--- config.mk ---
export PLATFORM = sky130hd
export DESIGN_NAME = cmd_arbiter
export DESIGN_NICKNAME = d
export VERILOG_FILES = /design/src/rtl/cmd_pkg.sv /design/src/rtl/rr_pick.sv /design/src/rtl/cmd_arbiter.sv
export SDC_FILE = /design/constraint.sdc
export NUM_CORES = 1
export LEC_CHECK = 0
export CORE_AREA = 10 10 206 208
export CTS_BUF_LIST = sky130_fd_sc_hd__clkbuf_4 sky130_fd_sc_hd__clkbuf_8
export DETAILED_ROUTE_END_ITERATION = 7
export DIE_AREA = 0 0 216 218
export GPL_ROUTABILITY_DRIVEN = 0
export GPL_TIMING_DRIVEN = 0
export HOLD_SLACK_MARGIN = 0.08
export SYNTH_ARGS = -nofsm -noshare
export SYNTH_HDL_FRONTEND = slang
export SYNTH_SLANG_ARGS = --single-unit
--- constraint.sdc ---
create_clock -name clk -period 2.8 [get_ports clk]
set_clock_uncertainty 0.1 [all_clocks]
set_input_delay 0.28 -clock clk [delete_from_list [all_inputs] [get_ports clk]]
set_output_delay 0.28 -clock clk [all_outputs]
set_load 0.01 [all_outputs]
--- src/rtl/cmd_pkg.sv ---
`default_nettype none
// ============================================================================
// Module      : cmd_pkg
// Description : Command encodings, arbiter state encoding and default widths
//               shared by the command arbiter and the command FIFO wrapper.
// Revision    : 1.0 - initial release
// ============================================================================
package cmd_pkg;

    localparam int DEF_NUM_REQ    = 2;
    localparam int DEF_TYPE_WIDTH = 2;
    localparam int DEF_ADDR_WIDTH = 27;
    localparam int DEF_BRST_WIDTH = 6;
    localparam int DEF_DATA_WIDTH = 128;
    localparam int DEF_MASK_WIDTH = 16;

    localparam logic [1:0] CMD_RD = 2'd0;
    localparam logic [1:0] CMD_WR = 2'd1;

    localparam int         STATE_WIDTH = 2;
    localparam logic [1:0] ST_IDLE     = 2'd0;
    localparam logic [1:0] ST_HOLD     = 2'd1;
    localparam logic [1:0] ST_BURST    = 2'd2;

endpackage
`default_nettype wire

--- src/rtl/rr_pick.sv ---
`default_nettype none
// ============================================================================
// Module      : rr_pick
// Description : Combinational round-robin picker: first valid requester at or
//               above rr_ptr, wrapping around.
// Revision    : 1.0 - initial release
// ============================================================================
module rr_pick #(
    parameter int N = 2
) (
    input  logic [N-1:0]         req_valid,
    input  logic [$clog2(N)-1:0] rr_ptr,
    output logic [$clog2(N)-1:0] winner,
    output logic                 any_valid
);

    localparam int c_ID_W = $clog2(N);

    logic [c_ID_W:0]   w_sum;
    logic [c_ID_W-1:0] w_idx;

    // Scan from the far end back toward rr_ptr so the last hit is the nearest.
    always_comb begin
        winner = '0;
        w_sum  = '0;
        w_idx  = '0;
        for (int i = N - 1; i >= 0; i--) begin
            w_sum = {1'b0, rr_ptr} + (c_ID_W + 1)'(i);
            if (w_sum >= (c_ID_W + 1)'(N)) begin
                w_sum = w_sum - (c_ID_W + 1)'(N);
            end
            w_idx = w_sum[c_ID_W-1:0];
            if (req_valid[w_idx]) begin
                winner = w_idx;
            end
        end
    end

    assign any_valid = |req_valid;

endmodule
`default_nettype wire

--- src/rtl/cmd_arbiter.sv ---
`default_nettype none
// ============================================================================
// Module      : cmd_arbiter
// Description : Round-robin arbiter sharing the command-FIFO push port; holds
//               the grant across write bursts and while the FIFO stalls.
// Revision    : 1.0 - initial release
// ============================================================================
module cmd_arbiter
    import cmd_pkg::*;
#(
    parameter int NUM_REQ    = DEF_NUM_REQ,
    parameter int TYPE_WIDTH = DEF_TYPE_WIDTH,
    parameter int ADDR_WIDTH = DEF_ADDR_WIDTH,
    parameter int BRST_WIDTH = DEF_BRST_WIDTH,
    parameter int DATA_WIDTH = DEF_DATA_WIDTH,
    parameter int MASK_WIDTH = DEF_MASK_WIDTH
) (
    input  logic                             clk,
    input  logic                             rstn,
    input  logic [NUM_REQ-1:0]               req_valid,
    output logic [NUM_REQ-1:0]               req_ready,
    input  logic [NUM_REQ*TYPE_WIDTH-1:0]    req_cmd_type,
    input  logic [NUM_REQ*ADDR_WIDTH-1:0]    req_addr,
    input  logic [NUM_REQ*BRST_WIDTH-1:0]    req_burst_cnt,
    input  logic [NUM_REQ*DATA_WIDTH-1:0]    req_wt_data,
    input  logic [NUM_REQ*MASK_WIDTH-1:0]    req_wt_mask,
    output logic                             fifo_push_valid,
    input  logic                             fifo_push_ready,
    output logic [TYPE_WIDTH-1:0]            fifo_cmd_type,
    output logic [ADDR_WIDTH-1:0]            fifo_addr,
    output logic [BRST_WIDTH-1:0]            fifo_burst_cnt,
    output logic [DATA_WIDTH-1:0]            fifo_wt_data,
    output logic [MASK_WIDTH-1:0]            fifo_wt_mask,
    output logic [$clog2(NUM_REQ)-1:0]       grant_id,
    output logic                             in_burst
);

    localparam int                c_ID_W = $clog2(NUM_REQ);
    localparam logic [c_ID_W-1:0] c_LAST = c_ID_W'(NUM_REQ - 1);

    logic [STATE_WIDTH-1:0] r_state;
    logic [c_ID_W-1:0]      r_rr_ptr;
    logic [c_ID_W-1:0]      r_hold_id;
    logic [BRST_WIDTH-1:0]  r_remain;

    logic [c_ID_W-1:0]      w_winner;
    logic                   w_any;
    logic [c_ID_W-1:0]      w_sel;
    logic                   w_xfer;
    logic                   w_multi;

    function automatic logic [c_ID_W-1:0] f_next(input logic [c_ID_W-1:0] p);
        return (p == c_LAST) ? '0 : p + 1'b1;
    endfunction

    rr_pick #(.N(NUM_REQ)) u_rr_pick (
        .req_valid (req_valid),
        .rr_ptr    (r_rr_ptr),
        .winner    (w_winner),
        .any_valid (w_any)
    );

    // Requester 0 drives the payload while in reset.
    assign w_sel = !rstn              ? '0 :
                   (r_state == ST_IDLE) ? w_winner : r_hold_id;

    assign fifo_cmd_type  = req_cmd_type [w_sel*TYPE_WIDTH +: TYPE_WIDTH];
    assign fifo_addr      = req_addr     [w_sel*ADDR_WIDTH +: ADDR_WIDTH];
    assign fifo_burst_cnt = req_burst_cnt[w_sel*BRST_WIDTH +: BRST_WIDTH];
    assign fifo_wt_data   = req_wt_data  [w_sel*DATA_WIDTH +: DATA_WIDTH];
    assign fifo_wt_mask   = req_wt_mask  [w_sel*MASK_WIDTH +: MASK_WIDTH];

    assign fifo_push_valid = rstn && ((r_state == ST_IDLE) ? w_any : req_valid[r_hold_id]);
    assign grant_id        = w_sel;
    assign in_burst        = (r_state == ST_BURST);
    assign w_xfer          = fifo_push_valid && fifo_push_ready;
    assign w_multi         = (fifo_cmd_type == TYPE_WIDTH'(CMD_WR)) &&
                             (fifo_burst_cnt > BRST_WIDTH'(1));

    always_comb begin
        req_ready        = '0;
        req_ready[w_sel] = rstn && fifo_push_ready;
    end

    always_ff @(posedge clk) begin
        if (!rstn) begin
            r_state   <= ST_IDLE;
            r_rr_ptr  <= '0;
            r_hold_id <= '0;
            r_remain  <= '0;
        end else begin
            case (r_state)
                ST_IDLE, ST_HOLD: begin
                    if (w_xfer) begin
                        if (w_multi) begin
                            r_state   <= ST_BURST;
                            r_remain  <= fifo_burst_cnt - BRST_WIDTH'(1);
                            r_hold_id <= w_sel;
                        end else begin
                            r_state  <= ST_IDLE;
                            r_rr_ptr <= f_next(w_sel);
                        end
                    end else if (r_state == ST_IDLE) begin
                        // Freeze the choice so the stalled payload stays stable.
                        if (w_any) begin
                            r_state   <= ST_HOLD;
                            r_hold_id <= w_sel;
                        end
                    end else if (!req_valid[r_hold_id]) begin
                        r_state <= ST_IDLE;
                    end
                end
                ST_BURST: begin
                    if (w_xfer) begin
                        if (r_remain <= BRST_WIDTH'(1)) begin
                            r_state  <= ST_IDLE;
                            r_remain <= '0;
                            r_rr_ptr <= f_next(r_hold_id);
                        end else begin
                            r_remain <= r_remain - BRST_WIDTH'(1);
                        end
                    end
                end
                default: r_state <= ST_IDLE;
            endcase
        end
    end

endmodule
`default_nettype wire

---- Yosys cells after proc, flatten, opt, wreduce, memory -nomap -nowiden ----
Index checks and enable logic that the tools add are counted.
word-level totals
  register bits after elaboration ......... 10
  bits of input ports ..................... 363
  word-level logic and storage cells ...... 93
  output and inout bits ................... 184
cells by class
  $add $sub $neg .......................... 7
  muxes and demuxes ....................... 39
  bitwise gates (word level) .............. 1
  $lt $le $gt $ge ......................... 9
  reduce and logical (&&, ||, !) cells .... 15
  $mul .................................... 2
  equal/unequal tests ..................... 11
  shift operators ......................... 5
operators by type and width
  kind                 number
  $shiftx 256x9->128   1
  $shiftx 54x7->27     1
  $shiftx 32x6->16     1
  $mux 1               24
  $mux 6               4
  $mux 2               7
  $pmux 6 s2           1
  $reduce_and 4->1     3
  $shiftx 12x5->6      1
  $sub 6x1->6 const B  2
  $lt 1x2->1 const B   4
  $ne 4x4->1 const B   2
  $gt 6x1->1 const B   1
  $le 6x1->1 const B   1
  $mul 1x5->6 const B  1
  $ne 2x1->1 const B   3
  $ne 2x2->1 const B   3
  $reduce_bool 2->1    3
  $logic_and 1x1->1    5
  $reduce_and 5->1     1
  $eq 2x1->1 const B   2
  $pmux 2 s2           1
  $reduce_or 2->1      2
  $shiftx 4x3->2       1
  12 further kinds     14

---- Depth between registers and ports, before layout ----
  word-level depth ........................ 16
  mapped depth ............................ 12
  gate-level depth less buffers ........... 10

---- Cells and area by module ----
From an unflattened synthesis, not the netlist that was laid out.
second synthesis, totals
  cell total of the unflattened synthesis .. 710
  area total of the unflattened synthesis .. 3220.6 µm²
by module, submodules not included
  module       area each (µm²)  instances  cells an instance
  cmd_arbiter  3203.1           1          707
  rr_pick      17.5             1          3

---- Worst setup path after synthesis ----
OpenSTA, ideal clock, no wires.
  path kind ............................... reg2reg
  start ................................... reg r_state[1]
  end ..................................... reg r_hold_id
  library setup time ...................... 0.072 ns
  path slack .............................. -0.030 ns
  arrival ................................. 2.658 ns
  cell stages (with the launch flop) ...... 12
  data required time ...................... 2.628 ns
  path through ............................ dfxtp_1 -> o21ai_0 -> o31ai_4 -> nand2_2 -> clkbuf_1 -> mux2_2 -> ha_1 -> a21oi_1 -> a22o_2 -> a21bo_4 -> a221oi_2 -> mux2i_1
on the way
  word-level cells in the longest chain between the ends .. 9
  elaborated cells between the ends (all ways) .. 22
  classes of those cells .................. mul (1); order compare (1); eq/ne (3); shift (2); mux (7); reduce/logical (8)
ends and longest elaborated chain
  item                        RTL line            source
  from (decl)                 cmd_arbiter.sv:41   logic [STATE_WIDTH-1:0] r_state;
  from (signal assigned)      cmd_arbiter.sv:87   r_state <= ST_IDLE;
  from (signal assigned)      cmd_arbiter.sv:96   r_state <= ST_BURST;
  from (signal assigned)      cmd_arbiter.sv:100  r_state <= ST_IDLE;
  $logic_not 2->1             -
  $mux 1                      cmd_arbiter.sv:65   (r_state == ST_IDLE) ? w_winner : r_hold_id;
  $mux 1                      cmd_arbiter.sv:64   assign w_sel = !rstn ? '0 :
  $mul 1x2->3                 cmd_arbiter.sv:69   assign fifo_burst_cnt = req_burst_cnt[w_sel*BRST_WIDTH +: BRST_WIDTH];
  $shiftx 12x5->6             cmd_arbiter.sv:69
  $gt 6x1->1                  cmd_arbiter.sv:78   (fifo_burst_cnt > BRST_WIDTH'(1));
  $logic_and 1x1->1           cmd_arbiter.sv:77   assign w_multi = (fifo_cmd_type == TYPE_WIDTH'(CMD_WR)) &&
  $ne 2x1->1 (no line)        -
  $reduce_and 4->1 (no line)  -
  to (signal assigned)        cmd_arbiter.sv:98   r_hold_id <= w_sel;
  to (signal assigned)        cmd_arbiter.sv:107  r_hold_id <= w_sel;
  to (decl)                   cmd_arbiter.sv:43   logic [c_ID_W-1:0] r_hold_id;
Parallel ways exist; a longest one is shown, timed or not. The select of a mux whose other input is x is not followed.
A chain may end at the register's enable or synchronous reset.

---- Worst setup path in the final report ----
  start ................................... reg r_state[0]
  end ..................................... reg r_hold_id
The elaborated chain is that of the path after synthesis.

==> impl_metrics.toml <==
[outcome]
outcome = "complete, no violations"

[die]
start_util_pct = 8.160
die_area_mm2 = 0.04709
fp.dieW_um = 216
core_mm2 = 0.03829
ios = 547
rows = 72
die_h_um = 218

[place]
placed_cell_area_mm2 = 0.009228
hpwlAfterDp_mm = 28.20
portBuffers = 545

[sta]
max_freq_mhz = 362.9
fin_crit_sh_pct = 98.41
setup_viol = 0
relSlewSlack_pct = 70.18
hold_viol = 0
min_period_ns = 2.755
grt_setup_unrepaired = "yes"
worst_pin_slew_ns = 0.4473
maxSlewViolCount = 0

[setup_path]
crit_type = "reg2reg"
rr_worst_depth = 11
end_kind = "register"
crit_chain = "or2_4 -> o31ai_4 -> nand2_4 -> clkbuf_16 -> mux2_2 -> ha_2 -> a21oi_2 -> a22o_2 -> a21bo_4 -> a221oi_4 -> mux2i_1"
start_kind = "register"
crit_fanout = 6
cp.required_ns = 2.85
critPathLaunch = "r_state[0]$_SDFFE_PN0P_"
r2r-start = "r_state[0]$_SDFFE_PN0P_"
cpMaxStageDelayCell = "dfxtp_2"
crit_arrival_ns = 2.81
slowest_delay_ns = 0.32

[cts]
h-tree-depth = 1
insertion_delay_ns = 0.23
clock_path_buffers = 2
cts_sinks = 10
holdBufCountCts = 0
numCtsBuffers = 3
tritoncts = "done"
clk_pin_slew_ns = 0.05
clockRootBuffer = "clkbuf_8"

[yosys]
synth.most_common_cell = "nand2_1"
synth-seq-cells = 10
syn_area_mm2 = 0.003124
netlist_instances = 696
ys_top_cells_by_count = "nand2_1, clkbuf_1, buf_2, nor2_1"
yosys.area_share.simple_pct = 71.45
synth_top_area_share_pct = 64.76
ys_types = 49
synth_compound_area_share_pct = 10.17
synth_nets = 1062
muxShareOfSynthArea_pct = 2.363
async_reset_ff_share_pct = 0
synth-edff-count = 0
syn_avg_cell_area_um2 = 4.489
synth_top_family_by_area = "simple AND/OR/NAND/NOR gates"
yosysWarnings = 0
synth_area_leaders = "nand2_1, dfxtp_1, clkbuf_1, buf_2, a21oi_1"
synthAdderAreaFrac_pct = 1.201
yosysTopAreaCell = "nand2_1"
ys.flop_type = "dfxtp_1"
yosysSeqAreaShare_pct = 6.408
synth_xor_area_share_pct = 1.682

[layout]
fin_nets = 1625
drive_gt1_share_pct = 6.444
areaGrowthSynthToFinish_pct = 210.5
post-route-cell-area_mm2 = 0.009701
n_fill_cell = 4303
post-route-util_pct = 25.34

[route]
vias = 6509
drc_errors = 0
routed_via_density = 3.665
drtPass1Iterations = 4
drtIter0Drc = 323
wire_per_inst_um = 18.24
antenna_left = 0
postRouteWirelength_mm = 32.40

[worst_hold_path]
hold_path.class = "reg2reg"
whs_path_depth = 2
min_from = "r_remain[5]$_SDFFE_PN0P_"

[pwr]
power_mw = 2.061
leakage_nw = 4.937
powerDensity_mw_per_mm2 = 212.5
irDropWorstVdd_uv = 95.72

[grt]
antenna_found_initial = 1
overflow = 0
grt_use_met3_pct = 3.218
top_usage_layer = "met2"
grt_max_degree = 11
grt_use_met1_pct = 14.75
use_met2_pct = 22.59
grt_pass1_vias = 6508
grt_first_pass_wirelength_mm = 44.79
grt_use_total_pct = 12.36

[job]
max_cap_viol_count = 0
-- power by group --
group	leakage, nW	internal, mW	total (mW)	switching [mW]
Clock	0.0216	0.0935	0.142	0.0489
Combinational	4.83	1.00	1.76	0.753
Sequential	0.0822	0.152	0.162	0.00952
-- sequential cells by signal, indices dropped and copies added, names as in the netlist --
register	cells
r_hold_id	1
r_remain	6
r_rr_ptr	1
r_state	2
-- through the flow --
step	setup TNS (ns)	setup WS, ns	hold WS [ns]	cells
finish	0	0.04457	0.4013	1776
global route	-0.08508	-0.06792	0.4213	1775
floorplan	0	0.02977	0.3388	696
CTS	-0.8619	-0.06126	0.3851	1772
global placement	-185.99	-1.314	0.3602	1759
detailed placement	-197.37	-1.382	0.3695	1759
-- cells by family after synthesis --
kind of cell | Yosys count
compound gates | 42
xor+xnor | 6
fa+ha+maj | 3
buf+inv | 51
flops | 10
mux | 7
simple gates | 577
-- layer usage --
layer	vias to the layer above	part of all wire, %
li1	3270	-
met4	0	0.48
met2	315	51
met5	-	0
met1	2911	41
met3	13	8.2
-- final cells by class --
class	instances	area, um2	share of cell area [%]
timing repair buffer	559	5610	57.84
multi-input combinational	635	2760	28.45
tap	518	648.1	6.681
antenna	1	2.502	0.02580
clock buffer	3	41.29	0.4256
sequential	10	202.7	2.090
buffer	42	392.9	4.050
inverter	8	42.54	0.4385
-- placed cells by master, fill, tap and decap left out, types with 3 or more instances in the layout --
master	count
a211oi_1	3
a21oi_1	9
buf_2	4
buf_4	19
buf_6	6
buf_8	4
clkbuf_16	3
clkbuf_2	7
clkbuf_4	5
clkbuf_8	8
clkdlybuf4s50_1	407
dfxtp_1	8
dlygate4sd2_1	88
dlymetal6s2s_1	49
inv_1	6
mux2_2	3
mux2i_1	3
nand2_1	539
nor2_1	11
nor3_1	7
o211ai_1	3
o21ai_0	6
or3_1	3
xnor2_1	4
-- worst paths after layout --
kind,slack [ns],to
setup / recovery,0.04,r_hold_id$_SDFFE_PN0P_
hold / removal,0.40,r_remain[5]$_SDFFE_PN0P_
setup reg to reg,0.04,r_hold_id$_SDFFE_PN0P_
hold reg to reg,0.40,r_remain[5]$_SDFFE_PN0P_
-- worst max-delay path: cells and delay by family (launching register included) --
family / cells / cell delay, ns
AOI/OAI and AO/OA: 5 / 0.98
adders and majority gates: 1 / 0.18
buffers and inverters: 1 / 0.20
DFF: 1 / 0.32
muxes: 2 / 0.49
and+or+nand+nor: 2 / 0.41
-- timing repair --
action	in CTS	in global routing
setup endpoints to repair	187	92
gates cloned	2	0
pin swaps	5	5
resized for setup	175	64
setup buffers	8	4
Note: power is estimated with default switching activity, not from simulation.
